File: src/rtl/cheri_lsu_bg_arb.sv
// LSU request-port arbiter between the core pipeline and the merged background-engine port.
// Tracks the owner of each outstanding transaction so responses route back to the right requester.
module cheri_lsu_bg_arb #(
  parameter int unsigned OutstDepth  = 2,
  parameter int unsigned BgStarveMax = 4
) (
  input  logic        clk_i,
  input  logic        rst_ni,

  input  logic        core_req_i,
  input  logic        core_we_i,
  input  logic        core_is_cap_i,
  input  logic [31:0] core_addr_i,
  input  logic [32:0] core_wdata_i,
  output logic        core_req_done_o,
  output logic        core_resp_valid_o,

  input  logic        bg_req_i,
  input  logic        bg_we_i,
  input  logic        bg_is_cap_i,
  input  logic [31:0] bg_addr_i,
  input  logic [32:0] bg_wdata_i,
  output logic        bg_req_done_o,
  output logic        bg_resp_valid_o,
  output logic        bg_resp_err_o,
  output logic        bg_resp_is_wr_o,

  output logic        lsu_req_o,
  output logic        lsu_we_o,
  output logic        lsu_is_cap_o,
  output logic [31:0] lsu_addr_o,
  output logic [32:0] lsu_wdata_o,
  input  logic        lsu_req_done_i,
  input  logic        lsu_resp_valid_i,
  input  logic        lsu_resp_last_i,
  input  logic        lsu_resp_err_i,

  output logic        snoop_req_o,
  output logic        snoop_req_done_o,
  output logic        snoop_we_o,
  output logic        snoop_is_cap_o,
  output logic [31:0] snoop_addr_o,
  output logic        fifo_full_o
);

  localparam int unsigned PtrW = (OutstDepth > 1) ? $clog2(OutstDepth) : 1;
  localparam int unsigned CntW = PtrW + 1;
  localparam int unsigned StW  = 4;

  typedef enum logic {
    OwnCore = 1'b0,
    OwnBg   = 1'b1
  } owner_e;

  logic                  lock_q, lock_d;
  owner_e                lock_owner_q, lock_owner_d;
  logic [StW-1:0]        starve_q, starve_d;
  logic [CntW-1:0]       cnt_q, cnt_d;
  logic [PtrW-1:0]       wptr_q, wptr_d, rptr_q, rptr_d;
  logic [OutstDepth-1:0] fifo_bg_q, fifo_we_q;

  logic   en, fifo_full, fifo_empty, starve_force;
  owner_e owner;
  logic   win_req, grant_done, core_done, bg_done, push, pop, resp_ok;
  logic   head_bg, head_we;

  // Outputs are forced low while reset is held, including the pass-through paths.
  assign en         = rst_ni;
  assign fifo_full  = (cnt_q == CntW'(OutstDepth));
  assign fifo_empty = (cnt_q == '0);

  assign starve_force = (starve_q >= StW'(BgStarveMax)) && bg_req_i;

  always_comb begin
    owner = OwnCore;
    if (lock_q) begin
      owner = lock_owner_q;
    end else if (bg_req_i && (!core_req_i || starve_force)) begin
      owner = OwnBg;
    end
  end

  assign win_req = (owner == OwnBg) ? bg_req_i : core_req_i;

  assign lsu_req_o    = en & win_req & ~fifo_full;
  assign lsu_we_o     = en & ((owner == OwnBg) ? bg_we_i : core_we_i);
  assign lsu_is_cap_o = en & ((owner == OwnBg) ? bg_is_cap_i : core_is_cap_i);
  assign lsu_addr_o   = en ? ((owner == OwnBg) ? bg_addr_i : core_addr_i) : 32'd0;
  assign lsu_wdata_o  = en ? ((owner == OwnBg) ? bg_wdata_i : core_wdata_i) : 33'd0;

  assign grant_done      = lsu_req_o & lsu_req_done_i;
  assign core_done       = grant_done & (owner == OwnCore);
  assign bg_done         = grant_done & (owner == OwnBg);
  assign core_req_done_o = core_done;
  assign bg_req_done_o   = bg_done;

  // Response routing follows the oldest outstanding owner tag.
  assign head_bg = fifo_bg_q[rptr_q];
  assign head_we = fifo_we_q[rptr_q];
  assign resp_ok = en & lsu_resp_valid_i & ~fifo_empty;
  assign push    = grant_done;
  assign pop     = resp_ok & lsu_resp_last_i;

  assign core_resp_valid_o = resp_ok & ~head_bg;
  assign bg_resp_valid_o   = resp_ok & head_bg;
  assign bg_resp_err_o     = bg_resp_valid_o & lsu_resp_err_i;
  assign bg_resp_is_wr_o   = bg_resp_valid_o & head_we;

  assign snoop_req_o      = en & core_req_i;
  assign snoop_we_o       = en & core_we_i;
  assign snoop_is_cap_o   = en & core_is_cap_i;
  assign snoop_addr_o     = en ? core_addr_i : 32'd0;
  assign snoop_req_done_o = core_done;
  assign fifo_full_o      = en & fifo_full;

  always_comb begin
    lock_d       = lock_q;
    lock_owner_d = lock_owner_q;
    starve_d     = starve_q;
    cnt_d        = cnt_q;
    wptr_d       = wptr_q;
    rptr_d       = rptr_q;

    if (grant_done) begin
      lock_d = 1'b0;
    end else if (lsu_req_o && !lock_q) begin
      lock_d       = 1'b1;
      lock_owner_d = owner;
    end

    if (bg_done || !bg_req_i) begin
      starve_d = '0;
    end else if (core_done && (starve_q < StW'(BgStarveMax))) begin
      starve_d = starve_q + StW'(1);
    end

    if (push) wptr_d = wptr_q + PtrW'(1);
    if (pop)  rptr_d = rptr_q + PtrW'(1);
    case ({push, pop})
      2'b10:   cnt_d = cnt_q + CntW'(1);
      2'b01:   cnt_d = cnt_q - CntW'(1);
      default: cnt_d = cnt_q;
    endcase
  end

  always_ff @(posedge clk_i or negedge rst_ni) begin
    if (!rst_ni) begin
      lock_q       <= 1'b0;
      lock_owner_q <= OwnCore;
      starve_q     <= '0;
      cnt_q        <= '0;
      wptr_q       <= '0;
      rptr_q       <= '0;
      fifo_bg_q    <= '0;
      fifo_we_q    <= '0;
    end else begin
      lock_q       <= lock_d;
      lock_owner_q <= lock_owner_d;
      starve_q     <= starve_d;
      cnt_q        <= cnt_d;
      wptr_q       <= wptr_d;
      rptr_q       <= rptr_d;
      if (push) begin
        fifo_bg_q[wptr_q] <= (owner == OwnBg);
        fifo_we_q[wptr_q] <= lsu_we_o;
      end
    end
  end

  // A response with nothing outstanding has no owner and is dropped.
  resp_without_owner_a: assert property (@(posedge clk_i) disable iff (!rst_ni)
    !(lsu_resp_valid_i && fifo_empty));

endmodule

File: config.mk
export PLATFORM = sky130hd
export DESIGN_NAME = cheri_lsu_bg_arb
export DESIGN_NICKNAME = d
export VERILOG_FILES = /design/src/rtl/cheri_lsu_bg_arb.sv
export SDC_FILE = /design/constraint.sdc
export NUM_CORES = 1
export LEC_CHECK = 0
export CORE_AREA = 2 2 98 100
export CTS_BUF_LIST = sky130_fd_sc_hd__clkbuf_16
export DETAILED_ROUTE_END_ITERATION = 8
export DIE_AREA = 0 0 100 102
export PLACE_DENSITY = 0.8
export SLEW_MARGIN = 10
export SYNTH_ARGS = -nofsm -noshare
export SYNTH_HDL_FRONTEND = slang
export SYNTH_SLANG_ARGS = --single-unit
File: constraint.sdc
create_clock -name clk_i -period 1.8 [get_ports clk_i]
set_input_delay 0.27 -clock clk_i [delete_from_list [all_inputs] [get_ports clk_i]]
set_output_delay 0.27 -clock clk_i [all_outputs]
set_load 0.02 [all_outputs]
==> metrics.txt <==
Clock Tree Buf Depth 2; post-synth top area share 25.8%; nets 763; internal power 3650 µW; max incr delay on CP 0.43 ns; Residual DRC 0; die span in y 102 µm; clk_lat worst skew 0.24 ns; largest net degree at the start of global routing 41; drt total wl 12800 µm; fill cell count 702; Final Non-Filler Cells 729; final hold vios 0; R2R setup slack -0.21 ns; GRT overflow 0; DR vias/cell 4.81; die area 10200 µm²; CP endpoint kind primary output; worst vdd ir 1570 µV; clock tree root driver cell clkbuf_16; WS Path Type reg2out; mux cell area share after synthesis 5.43%; fin crit share 124%; Synth Instances 334; Critical Path Most Common Cell a21oi_4; DRT iter0 DRCs 87; Worst Setup Start Kind flop; switching component of the power 3410 µW; syn_area_per_cell 6.00 µm²; RSZ-0062 raised after global routing true; initial antenna violation count 0; clock tree from TritonCTS yes; FMAX 449 MHz; clk sinks 14; vias 3508; Fin Setup TNS -27.22 ns; DP HPWL 9480 µm; number of library cell types mapped by synthesis 36; Clk pin slew, worst setup/hold paths 0.05 ns; commonest cells in the netlist nand2_1, a21oi_1, and2_1; max_cap viols 0; compound-gate portion of the synthesized area 20.7%; Reg2Reg Depth 6; H-tree Lvls 1; simple-gate area share of the yosys netlist 43.7%; crit-path cells or3b_4, a21oi_4, buf_4, buf_12, nand2_1, a21oi_4, buf_6; Mapped Nets 478; Worst EP required 1.53 ns; failing checks setup timing; total CTS buffers 3; setup violators final 75; Worst-Margin Slew 0.359 ns; Final Max Tran Viols 0; Post-Synth Adder-Cell Area 1.25%; slowest stage cell, crit path or3b_4; Static Leak 0.00268 µW; area taken by multi-input logic gates 2380 µm²; Inst Count DP 713; EDFF count, synth 0; Top FF cell, synth dfrtp_1; share of cells above drive strength 1 41.7%; most frequent cell after synthesis nand2_1; I/O Pins 253; top post-synthesis cells by area nand2_1, dfrtp_1, a21oi_1, and2_1, buf_6; Reg power frac 7.2%; Worst slew margin 75.8%; ys async rst share 100%; GP Congestion 0.884; routed len/inst 17.5 µm; post-synthesis sequential area ratio 17.5%; DRT antenna net count 0; Clock power frac 6.1%; Gate power share 86.8%; RR Endpoint fifo_we_q[0]; Starting Density 22.0%; Crit Path Max Fanout 16; Placed Area 5690 µm²; first-pass GRT wire length 18200 µm; Layout Cell Area excl Fill 6180 µm²; xor/xnor share of the synthesized area 2.62%; Final Core Density 67.9%; Global Route Usage Sum 22.4%; cell accounting for the most synthesized area nand2_1; Register Area 350 µm²; Tot Pwr 7050 µW; Clock Skew 0.00254 ns; Die X 100 µm; minimum clock period 2.23 ns; Yosys warning total 0; vias in the first global route 3628; CORE AREA 9110 µm²; slack of the critical path -0.428 ns; Mapped Area 2000 µm²; PD cells 1140 nW/µm²; Hold WC Path Type in2async; row count 35; antenna cells 0; FF+latch count, synth 14; switching portion of total power 48.3%; worst endpoint data arrival time 1.96 ns; status complete, but fails checks; largest family of logic cells by synthesized area simple AND/OR/NAND/NOR gates; Area Overhead vs Synth 208%; Pre-Repair DR Iteration Count 4; R2R Path Start starve_q[3]; port bufs 252
-- cells by family (layout without fill, tap and decap cells) --
group | Yosys count | in the layout
fa+ha+maj | 2 | 2
flops | 14 | 14
xor+xnor | 6 | 6
simple gates | 196 | 196
compound gates | 76 | 76
mux | 9 | 9
buf+inv | 31 | 315
-- power groups by stage --
stage | sequential (µW) | combinational [µW] | clock [µW]
detailed placement | 504 | 5170 | 0
CTS | 502 | 5810 | 425
global placement | 492 | 5070 | 0
global route | 515 | 6450 | 441
floorplan | 509 | 3160 | 0
finish | 505 | 6120 | 428
-- placed cells by master, fill, tap and decap left out, types with 3 or more instances in the layout --
master	n
clkbuf_16	4
nand2_1	98
buf_6	67
nand2_2	34
buf_2	4
dlygate4sd2_1	25
mux2i_1	3
nor2_1	7
buf_12	14
clkdlybuf4s50_1	142
and2_1	37
buf_4	41
a21oi_4	60
dlymetal6s2s_1	9
inv_1	3
a21oi_2	7
nand2_4	6
dfrtp_1	14
-- state kept, by name, indices dropped and copies added (netlist names) --
register / count
cnt_q: 2
rptr_q: 1
lock_owner_q: 1
fifo_bg_q: 2
lock_q: 1
fifo_we_q: 2
starve_q: 4
wptr_q: 1
-- worst max path at each step --
stage / from / endpoint / slack, ns
finish: starve_q[3] / lsu_wdata_o[30] / -0.43
global route: starve_q[3] / lsu_wdata_o[30] / -0.49
CTS: starve_q[3] / lsu_addr_o[3] / -0.39
detailed placement: core_req_i / lsu_addr_o[27] / -1.03
global placement: core_req_i / lsu_addr_o[15] / -0.95
floorplan: starve_q[3] / lsu_addr_o[2] / -0.03
-- metrics by stage --
| step | hold WS, ns | setup WS (ns) |
|---|---|---|
| 4_1_cts | 0.111 | -0.388 |
| 3_5_place_dp | 0.135 | -1.03 |
| 3_3_place_gp | 0.130 | -0.954 |
| 5_1_grt | 0.140 | -0.488 |
| 2_1_floorplan | -0.0256 | -0.0253 |
| 6_report | 0.114 | -0.428 |
-- layer usage --
metal,global-route usage [%],routed length (µm)
met4,7.27,226
met1,25.7,4830
met2,42.5,6990
met5,0,0
met3,3.83,725
-- critical path, delay by kind of cell, from the launching register on --
| kind | cells | cell delay (ns) |
|---|---|---|
| flip-flops | 1 | 0.38 |
| AND/OR/NAND/NOR | 2 | 0.54 |
| AO/OA/AOI/OAI | 2 | 0.36 |
| buffers and inverters | 3 | 0.42 |
-- area by class of cell --
cell class,count,area share [%]
timing repair buffer,307,52.0
multi-input combinational,289,38.5
sequential,14,5.67
tap,111,2.25
clock buffer,3,1.21
inverter,4,0.324
clock inverter,1,0.0607
-- timing repair --
action,4_1_cts,5_1_grt
cloned,3,1
hold buffers,1,0
gates resized for setup,465,67
pin swaps,3,6
setup buffers,7,1
hold endpoints to repair,1,0
setup endpoints to repair,108,95
Power figures use the tool's default switching activity.
